## config.mk

```make
export PLATFORM = sky130hd
export DESIGN_NAME = ram_access_ctrl
export DESIGN_NICKNAME = d
export VERILOG_FILES = /design/src/rtl/ram_access_ctrl.sv
export SDC_FILE = /design/constraint.sdc
export NUM_CORES = 1
export LEC_CHECK = 0
export ABC_AREA = 1
export CAP_MARGIN = 15
export CORE_AREA = 3 3 54 56
export CTS_CLUSTER_SIZE = 28
export DETAILED_ROUTE_END_ITERATION = 7
export DIE_AREA = 0 0 57 59
export PLACE_DENSITY = 0.89
export SLEW_MARGIN = 20
export SYNTH_ARGS = -nofsm -noshare
export SYNTH_HDL_FRONTEND = slang
export SYNTH_SLANG_ARGS = --single-unit
```

## constraint.sdc

```tcl
create_clock -name clk -period 1.6 [get_ports clk]
set_input_delay 0.32 -clock clk [delete_from_list [all_inputs] [get_ports clk]]
set_output_delay 0.32 -clock clk [all_outputs]
set_load 0.03 [all_outputs]
```

## src/rtl/ram_access_ctrl.sv

```systemverilog
// ram_access_ctrl
//   Initiator-side controller for a single-port synchronous RAM with a
//   registered read. It accepts one read or write per valid/ready handshake,
//   drives the RAM pins from registers, and returns read data with a
//   one-cycle rsp_valid strobe.
//
//   Optional feature macro: RAM_ACCESS_CTRL_INIT_EN
//     defined   : after reset the whole array is written with INIT_VALUE,
//                 one address per cycle, before any request is accepted.
//     undefined : the controller comes out of reset directly in IDLE.
//
// Ports
//   clk, rst          clock, synchronous active-high reset
//   req_valid/ready   request handshake; req_we selects write (1) / read (0)
//   req_addr/wdata    request address and write data
//   rsp_valid/rdata   one-cycle read-response strobe and held read data
//   busy              controller not in IDLE
//   init_done         array clear finished (always 1 after reset without macro)
//   ram_*             registered RAM pins; ram_q is the RAM's registered output
module ram_access_ctrl #(
  parameter int unsigned            DATA_WIDTH = 8,
  parameter int unsigned            ADDR_WIDTH = 6,
  parameter logic [DATA_WIDTH-1:0]  INIT_VALUE = '0
) (
  input  logic                  clk,
  input  logic                  rst,
  input  logic                  req_valid,
  output logic                  req_ready,
  input  logic                  req_we,
  input  logic [ADDR_WIDTH-1:0] req_addr,
  input  logic [DATA_WIDTH-1:0] req_wdata,
  output logic                  rsp_valid,
  output logic [DATA_WIDTH-1:0] rsp_rdata,
  output logic                  busy,
  output logic                  init_done,
  output logic [DATA_WIDTH-1:0] ram_data,
  output logic [ADDR_WIDTH-1:0] ram_address,
  output logic                  ram_en,
  output logic                  ram_write_enable,
  input  logic [DATA_WIDTH-1:0] ram_q
);

`ifdef RAM_ACCESS_CTRL_INIT_EN
  typedef enum logic [2:0] {
    ST_INIT,
    ST_IDLE,
    ST_WRITE,
    ST_RD_ISSUE,
    ST_RD_CAPTURE
  } state_e;

  localparam logic [ADDR_WIDTH-1:0] CNT_ONE = ADDR_WIDTH'(1);

  logic [ADDR_WIDTH-1:0] cnt_q, cnt_d;
`else
  typedef enum logic [1:0] {
    ST_IDLE,
    ST_WRITE,
    ST_RD_ISSUE,
    ST_RD_CAPTURE
  } state_e;
`endif

  state_e                state_q, state_d;
  logic                  req_ready_q, req_ready_d;
  logic                  busy_q, busy_d;
  logic                  init_done_q, init_done_d;
  logic                  rsp_valid_q, rsp_valid_d;
  logic [DATA_WIDTH-1:0] rsp_rdata_q, rsp_rdata_d;
  logic [DATA_WIDTH-1:0] ram_data_q, ram_data_d;
  logic [ADDR_WIDTH-1:0] ram_address_q, ram_address_d;
  logic                  ram_en_q, ram_en_d;
  logic                  ram_we_q, ram_we_d;
  logic                  accept;

  // req_ready_q is only ever high while in IDLE, so it alone qualifies an accept.
  assign accept = req_valid && req_ready_q;

  always_comb begin
    state_d       = state_q;
    rsp_valid_d   = 1'b0;
    rsp_rdata_d   = rsp_rdata_q;
    ram_address_d = ram_address_q;
    ram_data_d    = '0;
    ram_en_d      = 1'b0;
    ram_we_d      = 1'b0;
`ifdef RAM_ACCESS_CTRL_INIT_EN
    cnt_d         = cnt_q;
    init_done_d   = init_done_q;
`else
    init_done_d   = 1'b1;
`endif

    case (state_q)
`ifdef RAM_ACCESS_CTRL_INIT_EN
      ST_INIT: begin
        ram_address_d = cnt_q;
        ram_data_d    = INIT_VALUE;
        ram_en_d      = 1'b1;
        ram_we_d      = 1'b1;
        if (cnt_q == '1) begin
          init_done_d = 1'b1;
          state_d     = ST_IDLE;
        end else begin
          cnt_d = cnt_q + CNT_ONE;
        end
      end
`endif
      ST_IDLE: begin
        if (accept) begin
          ram_address_d = req_addr;
          ram_en_d      = 1'b1;
          if (req_we) begin
            ram_data_d = req_wdata;
            ram_we_d   = 1'b1;
            state_d    = ST_WRITE;
          end else begin
            state_d    = ST_RD_ISSUE;
          end
        end
      end
      ST_WRITE:    state_d = ST_IDLE;
      ST_RD_ISSUE: state_d = ST_RD_CAPTURE;
      ST_RD_CAPTURE: begin
        rsp_rdata_d = ram_q;
        rsp_valid_d = 1'b1;
        state_d     = ST_IDLE;
      end
      default:     state_d = ST_IDLE;
    endcase

    // Status outputs are registered from the next state so they line up
    // with the state register rather than lagging it by a cycle.
    req_ready_d = (state_d == ST_IDLE);
    busy_d      = (state_d != ST_IDLE);
  end

  always_ff @(posedge clk) begin
    if (rst) begin
`ifdef RAM_ACCESS_CTRL_INIT_EN
      state_q <= ST_INIT;
      cnt_q   <= '0;
`else
      state_q <= ST_IDLE;
`endif
      req_ready_q   <= 1'b0;
      busy_q        <= 1'b1;
      init_done_q   <= 1'b0;
      rsp_valid_q   <= 1'b0;
      rsp_rdata_q   <= '0;
      ram_data_q    <= '0;
      ram_address_q <= '0;
      ram_en_q      <= 1'b0;
      ram_we_q      <= 1'b0;
    end else begin
`ifdef RAM_ACCESS_CTRL_INIT_EN
      cnt_q <= cnt_d;
`endif
      state_q       <= state_d;
      req_ready_q   <= req_ready_d;
      busy_q        <= busy_d;
      init_done_q   <= init_done_d;
      rsp_valid_q   <= rsp_valid_d;
      rsp_rdata_q   <= rsp_rdata_d;
      ram_data_q    <= ram_data_d;
      ram_address_q <= ram_address_d;
      ram_en_q      <= ram_en_d;
      ram_we_q      <= ram_we_d;
    end
  end

  assign req_ready        = req_ready_q;
  assign busy             = busy_q;
  assign init_done        = init_done_q;
  assign rsp_valid        = rsp_valid_q;
  assign rsp_rdata        = rsp_rdata_q;
  assign ram_data         = ram_data_q;
  assign ram_address      = ram_address_q;
  assign ram_en           = ram_en_q;
  assign ram_write_enable = ram_we_q;

endmodule

```

**Word level (Yosys, flattened, before mapping)**

Cells that the tools add are included.

- Equal/unequal tests: 3
- Mux-type cells: 7
- Bitwise operators: 3
- Reductions and logical operators: 9

Operator list:

| operator | count |
|---|---|
| $pmux W2 S3 | 1 |
| $eq A2 B2 Y1 const B | 2 |
| $logic_not A2 Y1 | 2 |
| $mux W1 | 4 |
| $mux W2 | 2 |
| $reduce_or A2 Y1 | 2 |
| $reduce_or A4 Y1 | 1 |
| $not A1 Y1 | 3 |
| $reduce_or A3 Y1 | 1 |
| $eq A2 B1 Y1 const B | 1 |
| $reduce_and A2 Y1 | 1 |
| $reduce_bool A2 Y1 | 1 |
| $logic_and A1 B1 Y1 | 1 |

- Bits in registers: 30
- Input port bits: 26
- Output and inout bits: 28
- Logic and storage cells: 32

**Longest topological paths before layout**

- Depth after elaboration: 4
- Gate-level depth with buffers: 5

**Least setup slack after synthesis**

Ideal clock, no wire load.

- Kind: register to register
- Start: register req_ready_q (netlist: req_ready)
- End: register ram_address_q[0] (netlist: ram_address[0])
- Setup time: 114 ps
- Arrival time: 936 ps
- Required time: 1486 ps
- Setup slack: 550 ps
- Stages on the path, launching flop included: 6
- Clock period less this slack: 1050 ps
- Cells stage by stage: dfxtp_1 nand2_1 inv_2 nand2_4 nand3_1 nand2_1

- Cells in the longest elaborated chain, start to end: 2

RTL lines:

| element | line | source |
|---|---|---|
| start, declared | 65 | `logic req_ready_q, req_ready_d;` |
| start signal, assigned | 160 | `req_ready_q <= req_ready_d;` |
| $logic_and A1 B1 Y1 | 77 | `assign accept = req_valid && req_ready_q;` |
| $reduce_and A2 Y1 (no source line) | n/a |  |
| end signal, assigned | 166 | `ram_address_q <= ram_address_d;` |
| end, declared | 71 | `logic [ADDR_WIDTH-1:0] ram_address_q, ram_address_d;` |

Every way passes these cells.
A chain may end at the register's enable or synchronous reset.

**Worst setup path after layout**

- Start: register ram_address_q[0] (netlist: ram_address[0])
- End: output ram_address[0]

RTL lines:

| element | line | source |
|---|---|---|
| end, declared | 37 | `output logic [ADDR_WIDTH-1:0] ram_address,` |

No word-level cell between the ends.

==> results_dict.tcl <==
set metrics [dict create \
    fill_cells 228 \
    slew_viol_final 0 \
    drt_iter0_markers 26 \
    cts_tree "yes" \
    yosysTopAreaCell "dfxtp_1" \
    drtAntennaViolNets 0 \
    die_w_um 57 \
    pwr_density_cell_mw_per_mm2 916 \
    gp_congestion 0.718 \
    synth_edf_count 0 \
    grt_antenna_before_repair 0 \
    cp_max_fo 2 \
    core-area_mm2 0.00248 \
    htreeDepth 2 \
    syn-num-nets 138 \
    end_kind "primary output" \
    io_buffers 53 \
    ctsHoldBuffers 0 \
    syn_to_final_growth_pct 58.5 \
    max_stage_delay_ns 0.41 \
    fin_ws_ns 0.220 \
    drive_gt1_frac 0.0760 \
    ys.flop_type "dfxtp_1" \
    synth_area_leaders "dfxtp_1 60%, nor2_1 11%, inv_1 4.9%" \
    grt_usage 0.161 \
    synth_common_cells "30 x dfxtp_1, 29 x nor2_1, 13 x inv_1" \
    gr-total-overflow 0 \
    fin_crit_sh 0.863 \
    viasPerCell 4.68 \
    crit_buf_inv 1 \
    wl_per_cell_um 12.1 \
    cap_violations 0 \
    vias 941 \
    cp_cell_sequence "dlygate4sd2_1" \
    min_period_ns 1.38 \
    multi_input_area_um2 324 \
    hold_slack_ns 0.470 \
    crit_family "buffers and inverters" \
    crit_cells 1 \
    clock_sinks 30 \
    die_h_um 59 \
    tns_ns 0 \
    n_antenna_cell 0 \
    synth_seq_cells 30 \
    tightestPinTransition_ns 0.578 \
    seq_area_um2 601 \
    finalHoldViolCount 0 \
    synth_top_area_frac 0.603 \
    fmax_mhz 724 \
    totalWireLength_um 2440 \
    fin_nets 196 \
    grt_start_max_net_pins 24 \
    synthDistinctLibCells 13 \
    status "completed" \
    clockBufferDepth 2 \
    cts_root_buf "clkbuf_4" \
    start_util 0.402 \
    reg2regPathDepth 3 \
    critPathKind "flip-flop to primary output" \
    synth.cell_area_um2 996 \
    post_dp_cell_area_mm2 0.00155 \
    synthMostInstantiatedCell "dfxtp_1" \
    ys_seq_area_frac 0.603 \
    hp-class "flip-flop to flip-flop" \
    maxSlewHeadroom 0.614 \
    slowest_stage "dlygate4sd2_1" \
    peakVddDrop_mv 0.691 \
    grt_pass1_wl_um 4000 \
    min_path_cells 2 \
    rsz0062_at_grt "false" \
    synth_cells 112 \
    cts_made_buffers 5 \
    power.leakage_nw 0.833 \
    arrival_ns 1.06 \
    ios 54 \
    finClkSkew_ns 0.00459 \
    first_pass_iters 4 \
    stdcell_area_mm2 0.00158 \
    die-area_mm2 0.00336 \
    num_rows 18 \
    hpwl_um 1900 \
    synth_warnings 0 \
    required_ns 1.28 \
    synth_area_per_cell_um2 8.89 \
    path_clk_slew_ns 0.09 \
    finalPower_mw 1.45 \
    setup_viol 0 \
    post-route-drc-count 0 \
    clk_latency_ns 0.31 \
    grt_pass1_vias 942 \
    dp_slack_ns -0.0666 \
    ys_async_sr_fraction 0 \
    startpoint_type "flip-flop" \
]
==> logic make-up after synthesis <==
| kind of cell | Yosys count | synth area share |
|---|---|---|
| DFF | 30 | 0.603 |
| AOI/OAI and AO/OA | 8 | 0.0402 |
| buffers and inverters | 17 | 0.0716 |
| and+or+nand+nor | 57 | 0.285 |
==> per-layer routing <==
layer  share of wire  wire length, um  vias to the layer above  track usage
met5               0                0                        -            0
met4           0.024               59                        0       0.0993
met3           0.072              175                        5       0.0523
met2            0.55             1330                       31        0.305
met1            0.36              868                      435        0.146
li1                -                -                      470            -
==> final timing paths <==
path	slack, ns	start	end
min	0.47	ram_address[4]$_SDFFE_PP0N_	ram_address[4]$_SDFFE_PP0N_
min reg2reg	0.47	ram_address[4]$_SDFFE_PP0N_	ram_address[4]$_SDFFE_PP0N_
max reg2reg	0.56	state_q[0]$_SDFF_PP0_	rsp_rdata[6]$_SDFFE_PP0P_
max	0.22	ram_address[0]$_SDFFE_PP0N_	ram_address[0]
==> report_power, final <==
part	total [mW]	internal [mW]	switching [mW]
registers	0.788	0.772	0.0158
clock network	0.451	0.213	0.238
logic	0.208	0.0944	0.113
total	1.45	1.08	0.368
==> layout make-up <==
cell class | instances | area share
multi-input combinational | 65 | 0.205
clock inverter | 1 | 0.00317
sequential | 30 | 0.380
inverter | 15 | 0.0388
timing repair buffer | 53 | 0.314
clock buffer | 7 | 0.0349
tap | 30 | 0.0238
==> placed cells by master, fill, tap and decap left out <==
cell type	n
clkinv_4	1
nand3_4	1
nor2_1	29
nand2_4	2
nor2_8	1
dfxtp_1	30
clkinv_2	1
clkbuf_1	1
clkbuf_4	5
nand4_1	7
nand3_1	6
inv_2	1
clkbuf_8	1
clkdlybuf4s50_1	25
o21ai_0	8
dlygate4sd2_1	28
inv_1	13
nand2_1	11
==> registers in the layout, summed over array words and instances (netlist names), 2 cells and up <==
register     count
ram_address      6
ram_data         8
rsp_rdata        8
state_q          2
==> what timing repair did <==
item                                    in CTS  in global routing
gates resized for setup                     28                  0
setup buffers                                0                  0
hold endpoints to repair                     0                  0
endpoints found under the setup margin      28                  0
==> stage by stage <==
step,cells,util
global route,201,0.637
detailed placement,193,0.627
CTS,201,0.637
floorplan,112,-
global placement,193,0.627
finish,201,0.637
Note: power is estimated with default switching activity, not from simulation.
